File: src/rtl/multicycle_ctrl_if.sv
// rtl/multicycle_ctrl_if.sv - control/status bundle between the multicycle controller and the RV32I datapath
interface multicycle_ctrl_if #(
    parameter int STATE_W = 4
);
    logic [6:0]         opcode;
    logic [2:0]         funct3;
    logic               funct7b5;
    logic               Btaken;
    logic               mem_ready;

    logic               PCWrite;
    logic               AdrSrc;
    logic               MemWrite;
    logic               MemReq;
    logic               IRWrite;
    logic               RegWrite;
    logic [1:0]         ResultSrc;
    logic [1:0]         ALUSrc_A;
    logic [1:0]         ALUSrc_B;
    logic [2:0]         ImmSrc;
    logic [4:0]         ALUControl;
    logic               Branch;
    logic               illegal;
    logic [STATE_W-1:0] state_dbg;

    // master = controller, slave = datapath/memory side
    modport master (
        input  opcode, funct3, funct7b5, Btaken, mem_ready,
        output PCWrite, AdrSrc, MemWrite, MemReq, IRWrite, RegWrite,
               ResultSrc, ALUSrc_A, ALUSrc_B, ImmSrc, ALUControl,
               Branch, illegal, state_dbg
    );

    modport slave (
        output opcode, funct3, funct7b5, Btaken, mem_ready,
        input  PCWrite, AdrSrc, MemWrite, MemReq, IRWrite, RegWrite,
               ResultSrc, ALUSrc_A, ALUSrc_B, ImmSrc, ALUControl,
               Branch, illegal, state_dbg
    );
endinterface

File: src/rtl/multicycle_ctrl.sv
// rtl/multicycle_ctrl.sv - FSM sequencing a shared multicycle RV32I datapath with memory wait states and trap
module multicycle_ctrl #(
    parameter int STATE_W = 4
) (
    input  logic                clk,
    input  logic                n_rst,
    multicycle_ctrl_if.master   bus
);
    typedef enum logic [3:0] {
        S_FETCH    = 4'd0,
        S_DECODE   = 4'd1,
        S_MEMADR   = 4'd2,
        S_MEMREAD  = 4'd3,
        S_MEMWB    = 4'd4,
        S_MEMWRITE = 4'd5,
        S_EXECR    = 4'd6,
        S_EXECI    = 4'd7,
        S_ALUWB    = 4'd8,
        S_BRANCH   = 4'd9,
        S_JAL      = 4'd10,
        S_JALR     = 4'd11,
        S_UPPER    = 4'd12,
        S_TRAP     = 4'd13
    } state_t;

    localparam logic [6:0] OP_LOAD   = 7'b0000011;
    localparam logic [6:0] OP_STORE  = 7'b0100011;
    localparam logic [6:0] OP_RTYPE  = 7'b0110011;
    localparam logic [6:0] OP_ITYPE  = 7'b0010011;
    localparam logic [6:0] OP_BRANCH = 7'b1100011;
    localparam logic [6:0] OP_JAL    = 7'b1101111;
    localparam logic [6:0] OP_JALR   = 7'b1100111;
    localparam logic [6:0] OP_LUI    = 7'b0110111;
    localparam logic [6:0] OP_AUIPC  = 7'b0010111;

    localparam logic [4:0] ALU_ADD = 5'b00000;
    localparam logic [4:0] ALU_SUB = 5'b00001;

    state_t state, next_state;
    logic   illegal_q;

    always_ff @(posedge clk or negedge n_rst) begin
        if (!n_rst) begin
            state     <= S_FETCH;
            illegal_q <= 1'b0;
        end else begin
            state <= next_state;
            if (next_state == S_TRAP)
                illegal_q <= 1'b1;
        end
    end

    // Outputs are gated by n_rst so an in-flight memory access drops the moment reset asserts.
    always_comb begin
        next_state     = state;
        bus.PCWrite    = 1'b0;
        bus.AdrSrc     = 1'b0;
        bus.MemWrite   = 1'b0;
        bus.MemReq     = 1'b0;
        bus.IRWrite    = 1'b0;
        bus.RegWrite   = 1'b0;
        bus.ResultSrc  = 2'd0;
        bus.ALUSrc_A   = 2'd0;
        bus.ALUSrc_B   = 2'd0;
        bus.ImmSrc     = 3'd0;
        bus.ALUControl = ALU_ADD;
        bus.Branch     = 1'b0;
        if (n_rst) begin
            case (state)
                S_FETCH: begin
                    bus.MemReq    = 1'b1;
                    bus.ALUSrc_B  = 2'd2;
                    bus.ResultSrc = 2'd2;
                    bus.IRWrite   = bus.mem_ready;
                    bus.PCWrite   = bus.mem_ready;
                    if (bus.mem_ready)
                        next_state = S_DECODE;
                end
                S_DECODE: begin
                    bus.ALUSrc_A = 2'd1;
                    bus.ALUSrc_B = 2'd1;
                    bus.ImmSrc   = 3'd2;
                    case (bus.opcode)
                        OP_LOAD, OP_STORE: next_state = S_MEMADR;
                        OP_RTYPE:          next_state = S_EXECR;
                        OP_ITYPE:          next_state = S_EXECI;
                        OP_BRANCH:         next_state = S_BRANCH;
                        OP_JAL:            next_state = S_JAL;
                        OP_JALR:           next_state = S_JALR;
                        OP_LUI, OP_AUIPC:  next_state = S_UPPER;
                        default:           next_state = S_TRAP;
                    endcase
                end
                S_MEMADR: begin
                    bus.ALUSrc_A = 2'd2;
                    bus.ALUSrc_B = 2'd1;
                    if (bus.opcode == OP_STORE) begin
                        bus.ImmSrc = 3'd1;
                        next_state = S_MEMWRITE;
                    end else begin
                        next_state = S_MEMREAD;
                    end
                end
                S_MEMREAD: begin
                    bus.MemReq = 1'b1;
                    bus.AdrSrc = 1'b1;
                    if (bus.mem_ready)
                        next_state = S_MEMWB;
                end
                S_MEMWB: begin
                    bus.ResultSrc = 2'd1;
                    bus.RegWrite  = 1'b1;
                    next_state    = S_FETCH;
                end
                S_MEMWRITE: begin
                    bus.MemReq   = 1'b1;
                    bus.MemWrite = 1'b1;
                    bus.AdrSrc   = 1'b1;
                    if (bus.mem_ready)
                        next_state = S_FETCH;
                end
                S_EXECR: begin
                    bus.ALUSrc_A   = 2'd2;
                    bus.ALUControl = {1'b0, bus.funct3,
                                      ((bus.funct3 == 3'b000) || (bus.funct3 == 3'b101)) ? bus.funct7b5 : 1'b0};
                    next_state     = S_ALUWB;
                end
                S_EXECI: begin
                    // Only shifts carry funct7b5; addi with IR[30] set is still an add.
                    bus.ALUSrc_A   = 2'd2;
                    bus.ALUSrc_B   = 2'd1;
                    bus.ALUControl = {1'b0, bus.funct3, (bus.funct3 == 3'b101) ? bus.funct7b5 : 1'b0};
                    next_state     = S_ALUWB;
                end
                S_ALUWB: begin
                    bus.RegWrite = 1'b1;
                    next_state   = S_FETCH;
                end
                S_BRANCH: begin
                    bus.ALUSrc_A   = 2'd2;
                    bus.ALUControl = ALU_SUB;
                    bus.Branch     = 1'b1;
                    bus.PCWrite    = bus.Btaken;
                    next_state     = S_FETCH;
                end
                S_JAL: begin
                    bus.ALUSrc_A = 2'd1;
                    bus.ALUSrc_B = 2'd2;
                    bus.PCWrite  = 1'b1;
                    next_state   = S_ALUWB;
                end
                S_JALR: begin
                    bus.ALUSrc_A  = 2'd2;
                    bus.ALUSrc_B  = 2'd1;
                    bus.ResultSrc = 2'd2;
                    bus.PCWrite   = 1'b1;
                    next_state    = S_ALUWB;
                end
                S_UPPER: begin
                    bus.ImmSrc   = 3'd3;
                    bus.ALUSrc_B = 2'd1;
                    bus.ALUSrc_A = (bus.opcode == OP_LUI) ? 2'd3 : 2'd1;
                    next_state   = S_ALUWB;
                end
                S_TRAP: begin
                    next_state = S_TRAP;
                end
                default: begin
                    next_state = S_FETCH;
                end
            endcase
        end
    end

    assign bus.illegal   = illegal_q;
    assign bus.state_dbg = STATE_W'(state);
endmodule

File: src/flat_wrapper.sv
// flat-port wrapper written by rule: the top's interface ports become plain ports
module multicycle_ctrl_flat 
#(
    parameter int STATE_W = 4
)
  (clk, n_rst, bus_opcode, bus_funct3, bus_funct7b5, bus_Btaken, bus_mem_ready, bus_PCWrite, bus_AdrSrc, bus_MemWrite, bus_MemReq, bus_IRWrite, bus_RegWrite, bus_ResultSrc, bus_ALUSrc_A, bus_ALUSrc_B, bus_ImmSrc, bus_ALUControl, bus_Branch, bus_illegal, bus_state_dbg);
  multicycle_ctrl_if #(.STATE_W(STATE_W)) bus_i ();
  input  logic clk;
  input  logic n_rst;
  input wire logic [$bits(bus_i.opcode)-1:0] bus_opcode;
  input wire logic [$bits(bus_i.funct3)-1:0] bus_funct3;
  input wire logic [$bits(bus_i.funct7b5)-1:0] bus_funct7b5;
  input wire logic [$bits(bus_i.Btaken)-1:0] bus_Btaken;
  input wire logic [$bits(bus_i.mem_ready)-1:0] bus_mem_ready;
  output wire logic [$bits(bus_i.PCWrite)-1:0] bus_PCWrite;
  output wire logic [$bits(bus_i.AdrSrc)-1:0] bus_AdrSrc;
  output wire logic [$bits(bus_i.MemWrite)-1:0] bus_MemWrite;
  output wire logic [$bits(bus_i.MemReq)-1:0] bus_MemReq;
  output wire logic [$bits(bus_i.IRWrite)-1:0] bus_IRWrite;
  output wire logic [$bits(bus_i.RegWrite)-1:0] bus_RegWrite;
  output wire logic [$bits(bus_i.ResultSrc)-1:0] bus_ResultSrc;
  output wire logic [$bits(bus_i.ALUSrc_A)-1:0] bus_ALUSrc_A;
  output wire logic [$bits(bus_i.ALUSrc_B)-1:0] bus_ALUSrc_B;
  output wire logic [$bits(bus_i.ImmSrc)-1:0] bus_ImmSrc;
  output wire logic [$bits(bus_i.ALUControl)-1:0] bus_ALUControl;
  output wire logic [$bits(bus_i.Branch)-1:0] bus_Branch;
  output wire logic [$bits(bus_i.illegal)-1:0] bus_illegal;
  output wire logic [$bits(bus_i.state_dbg)-1:0] bus_state_dbg;
  assign bus_i.opcode = bus_opcode;
  assign bus_i.funct3 = bus_funct3;
  assign bus_i.funct7b5 = bus_funct7b5;
  assign bus_i.Btaken = bus_Btaken;
  assign bus_i.mem_ready = bus_mem_ready;
  assign bus_PCWrite = bus_i.PCWrite;
  assign bus_AdrSrc = bus_i.AdrSrc;
  assign bus_MemWrite = bus_i.MemWrite;
  assign bus_MemReq = bus_i.MemReq;
  assign bus_IRWrite = bus_i.IRWrite;
  assign bus_RegWrite = bus_i.RegWrite;
  assign bus_ResultSrc = bus_i.ResultSrc;
  assign bus_ALUSrc_A = bus_i.ALUSrc_A;
  assign bus_ALUSrc_B = bus_i.ALUSrc_B;
  assign bus_ImmSrc = bus_i.ImmSrc;
  assign bus_ALUControl = bus_i.ALUControl;
  assign bus_Branch = bus_i.Branch;
  assign bus_illegal = bus_i.illegal;
  assign bus_state_dbg = bus_i.state_dbg;
  multicycle_ctrl #(.STATE_W(STATE_W)) u_core (.clk(clk), .n_rst(n_rst), .bus(bus_i));
endmodule
File: config.mk
export PLATFORM = sky130hd
export DESIGN_NAME = multicycle_ctrl_flat
export DESIGN_NICKNAME = d
export VERILOG_FILES = /design/src/rtl/multicycle_ctrl_if.sv /design/src/rtl/multicycle_ctrl.sv /design/src/flat_wrapper.sv
export SDC_FILE = /design/constraint.sdc
export NUM_CORES = 1
export LEC_CHECK = 0
export ABC_AREA = 1
export CAP_MARGIN = 15
export CORE_MARGIN = 4
export CORE_UTILIZATION = 35
export DETAILED_ROUTE_END_ITERATION = 10
export GPL_TIMING_DRIVEN = 0
export PLACE_DENSITY = 0.76
export SYNTH_ARGS = -nofsm -noshare
export SYNTH_HDL_FRONTEND = slang
export SYNTH_SLANG_ARGS = --single-unit
File: constraint.sdc
create_clock -name clk -period 1.5 [get_ports clk]
set_input_delay 0.3 -clock clk [delete_from_list [all_inputs] [get_ports clk]]
set_output_delay 0.3 -clock clk [all_outputs]
set_load 0.005 [all_outputs]
# [Yosys cells after proc, flatten, opt, wreduce, memory -nomap -nowiden]
# Index checks and enable logic that the tools add are counted.
[totals] in_bits=15 output_inout_bits=26 ff_bits=5 elab_cells=76
[op_classes] n_eq_ne=24 reduce_logical=15 n_mux=35
[ops] cell="$pmux W4 S7" count=2
[ops] cell="$eq A4 B4 Y1 const B" count=7
[ops] cell="$eq A7 B6 Y1 const B" count=3
[ops] cell="$eq A7 B7 Y1 const B" count=3
[ops] cell="$eq A4 B3 Y1 const B" count=4
[ops] cell="$mux W1" count=16
[ops] cell="$mux W4" count=4
[ops] cell="$reduce_or A2 Y1" count=8
[ops] cell="$reduce_or A5 Y1" count=3
[ops] cell="$eq A7 B5 Y1 const B" count=2
[ops] cell="$pmux W4 S3" count=1
[ops] cell="$pmux W3 S3" count=1
[ops] cell="$eq A4 B2 Y1 const B" count=2
[ops] cell="$mux W2" count=4
[ops] cell="$pmux W2 S2" count=2
[ops] cell="$eq A7 B2 Y1 const B" count=1
[ops] cell="$mux W3" count=2
[ops] cell="$pmux W2 S3" count=1
[ops] cell="$mux W5" count=1
[ops] cell="$eq A4 B1 Y1 const B" count=1
[ops] cell="$logic_not A4 Y1" count=1
[ops] cell="$eq A3 B3 Y1 const B" count=1
[ops] cell="$logic_not A3 Y1" count=1
[ops] cell="$pmux W1 S3" count=1
[ops] cell="other kinds (2)" count=2

# [Depth between registers and ports, before layout]
# Gate-level depths: netlist of run 1.
[logic_depth] depth_word=6 ltp_mapped=13 mapped_depth_nobuf=13

# [Least setup slack after synthesis of run 1]
# Ideal clock, no wire load.
[synth_path] kind="reg2out" startpoint="reg u_core.state[3], in the netlist u_core.bus.state_dbg[3]" endpoint="out bus_ALUSrc_A[1]" path_slack_ns=0.089 n_path_buf=0 arrival_time_ns=1.111 t_required_ns=1.200 stages_incl_launch_ff=7 cell_sequence="dfrtp_1 -> inv_1 -> nor2_1 -> inv_1 -> nor2_1 -> inv_1 -> a41oi_1"
[synth_via] elab_chain_cells=4
[synth_rtl] item="start, declared" line="multicycle_ctrl.sv:39" source="state_t state, next_state;"
[synth_rtl] item="start signal, assigned" line="multicycle_ctrl.sv:47" source="state <= next_state;"
[synth_rtl] item="$eq A4 B4 Y1, or another cell as far along" line="multicycle_ctrl.sv:69" source="case (state)"
[synth_rtl] item="$reduce_or A5 Y1 (no source line) or $reduce_or A2 Y1 (tied branches)"
[synth_rtl] item="$pmux W2 S3 *" line="multicycle_ctrl.sv:69"
[synth_rtl] item="$mux W2 *" line="multicycle_ctrl.sv:68" source="if (n_rst) begin"
[synth_rtl] item="end, declared" line="flat_wrapper.sv:22" source="output wire logic [$bits(bus_i.ALUSrc_A)-1:0] bus_ALUSrc_A;"
# Mark *: on every way between the ends. The rest lies on a longest branch, timed or not.

# [Final worst setup path of run 1]
[layout_path] startpoint="reg u_core.state[1], in the netlist u_core.bus.state_dbg[1]" endpoint="out bus_ALUControl[3]"
[layout_via] elab_chain_cells=3
[layout_rtl] item="$eq A4 B4 Y1 or $eq A4 B3 Y1 (tied branches)" line="multicycle_ctrl.sv:69"
[layout_rtl] item="$pmux W4 S3 *" line="multicycle_ctrl.sv:69"
[layout_rtl] item="$mux W5 *" line="multicycle_ctrl.sv:68"
[layout_rtl] item="end, declared" line="flat_wrapper.sv:25" source="output wire logic [$bits(bus_i.ALUControl)-1:0] bus_ALUControl;"
# Marked as above.

==> metrics, run 1 <==
DRT iter0 DRCs 43; number of port buffers 38; # nets final 232; commonest non-fill, non-tap cells in the layout 26 x nand2_1, 25 x nor2_1, 19 x buf_2; wire length per cell 16.3 um; clock sink count 5; critical path startpoint category flip-flop; WP data required 1.20 ns; grt total ovfl 0; total power draw 1.93 mW; vias post-DR 1306; Cells after Synth 145; instance area at placement 1200 um^2; leading cell type in the layout, fill and taps excluded nand2_1; crit path DAT 1.58 ns; outcome complete, but fails checks; Hold Crit Start u_core.bus.illegal; power density over cell area 1190 nW/um^2; CP Capture Type output pin; n_diodes 0; critical path class flip-flop to output pin; DR pass1 iterations 4; post-DP HPWL 1980 um; clock root cell clkbuf_4; setup ws final -0.385 ns; Max Slew Vio Count 0; Crit Path Max Fanout 4; GRT Util Overall 24.6%; Die X 55.2 um; max incr delay on CP 0.37 ns; routability cong. 0.898; vias in the first global route 1236; Avg Inst Size Synth 5.37 um^2; Final Instance Area 1630 um^2; simple-gate share of the synthesized area 54.7%; library cells used by synthesis 26; initial antenna violation count 0; sequential area share after synthesis 16.1%; TritonCTS clock tree done; CP most frequent cell buf_6; Die ar. 3040 um^2; Tmin final 1.88 ns; share of layout cells above drive strength 1 53.2%; Synth Area in Adders 0%; Placeable Area 2040 um^2; HP Class flip-flop to flip-flop; Ys Warns 0; mux contribution to synthesized area 0%; die height 55.2 um; largest family of logic cells by synthesized area simple AND/OR/NAND/NOR gates; worst reg2reg path startpoint u_core.bus.state_dbg[3]; first-pass GRT wire length 5440 um; start point of the critical path u_core.bus.state_dbg[1]; Setup violations, final 23; CTS Buf Count 3; Clock Latency Late Sink 0.24 ns; Peak VDD IR 956 uV; Final Skew 0.000881 ns; # fillers 138; DP Worst Slack -1.08 ns; Syn Std Cell Area 778 um^2; MaxCap Viol Count 0; post-synthesis xor/xnor area fraction 0%; area grow syn2layout 109%; Starting Density 38.1%; Max H-tree Level 1; # IOs 41; fmax 531 MHz; vias per inst 5.37; violated checks setup timing; Post-route DRC 0; Final Hold Viols 0; Yosys reg bits 5; CP max stage cell dfrtp_1; Compound-Gate Fraction of Synth Area 11.3%; unrepaired setup endpoints after global routing yes; Final Cycle Share 126%; final wirelength 3950 um; Total Neg Setup Slack -5.44 ns; Max clock buf depth 2; largest net degree at the start of global routing 11; Pleak 0.824 nW; clk slew on worst S/H paths 0.04 ns; cell row count 16; DRT antenna net count 0; CP cell instances buf_6 -> buf_6 -> buf_6 -> nand4_1 -> buf_4 -> nor2_2 -> buf_2
-- layout make-up --
class	count	area [um^2]	share of cell area, %
sequential	5	128	7.85
timing repair buffer	66	548	33.7
buffer	5	48.8	3.00
inverter	23	100	6.15
clock buffer	4	26.3	1.62
multi-input combinational	113	742	45.6
tap	27	33.8	2.08
-- stage by stage --
stage / instances / hold slack, ns / util (%)
floorplan: 146 / 0.00441 / -
finish: 243 / 0.469 / 79.7
global placement: 211 / 0.449 / 58.6
detailed placement: 211 / 0.466 / 58.6
global route: 243 / 0.515 / 79.7
CTS: 237 / 0.475 / 72.9
-- report_power, final --
group | internal (mW) | switching, mW
logic | 0.718 | 0.830
clock network | 0.101 | 0.0552
registers | 0.174 | 0.0571
-- sequential cells by signal, indices dropped and copies added, names as in the netlist --
name,count
u_core.bus.illegal,1
u_core.bus.state_dbg,4
-- synth_stat cells (all sizes together) --
cell | n | share of area [%]
a21oi | 8 | 5.1
a31oi | 2 | 1.6
a41oi | 1 | 1.1
buf | 4 | 5.3
clkbuf | 1 | 0.48
clkinv | 1 | 0.48
conb | 1 | 0.48
dfrtp | 5 | 16
inv | 22 | 11
nand2 | 39 | 20
nand3 | 11 | 7.7
nand4 | 2 | 1.6
nor2 | 43 | 24
nor3 | 1 | 0.64
o211ai | 1 | 0.96
o21ai | 2 | 1.3
o32ai | 1 | 1.1
-- routing by layer --
metal / vias to the layer above / global-route usage [%] / share of wire (%)
met5: - / 0 / 0
met4: 0 / 13.4 / 5.8
li1: 593 / - / -
met1: 604 / 29.1 / 35
met3: 24 / 2.14 / 6.9
met2: 85 / 43.5 / 52
-- cell families (layout without fill, tap and decap cells) --
kind of cell / count (synthesis) / after routing
simple gates: 96 / 96
other cells: 1 / 2
compound gates: 15 / 15
flops: 5 / 5
buf+inv: 28 / 98
-- worst max-delay path, delay by kind of cell (launching register included) --
kind	cells	cell delay, ns
simple gates	2	0.27
flops	1	0.37
buf+inv	5	0.70
-- path summary, 6_finish.rpt --
kind / end / slack [ns] / cells past startpoint
hold / removal: u_core.bus.illegal / 0.47 / 2
setup reg to reg: u_core.bus.illegal / -0.17 / 14
min in group asynchronous: u_core.bus.state_dbg[3] / 0.56 / 2
max in group asynchronous: u_core.bus.state_dbg[0] / 0.73 / 2
hold reg to reg: u_core.bus.illegal / 0.47 / 2
setup / recovery: bus_ALUControl[3] / -0.38 / 7
-- timing repair --
action	CTS	global route
gates cloned	0	0
setup buffers	23	6
hold endpoints to repair	5	0
resized for setup	136	29
hold buffers	1	0
endpoints found under the setup margin	22	23
pin swaps	24	16
No activity file was read; power rests on OpenSTA's default activity.
==> inputs of run 2 (changes only) <==
--- a/config.mk
+++ b/config.mk
@@ -10,6 +10,7 @@
 export CORE_MARGIN = 4
 export CORE_UTILIZATION = 35
 export DETAILED_ROUTE_END_ITERATION = 10
+export GPL_ROUTABILITY_DRIVEN = 0
 export GPL_TIMING_DRIVEN = 0
 export PLACE_DENSITY = 0.76
 export SYNTH_ARGS = -nofsm -noshare
==> results of run 2 <==
Same layout as run 1: the final DEF is identical, and so are final timing and power.
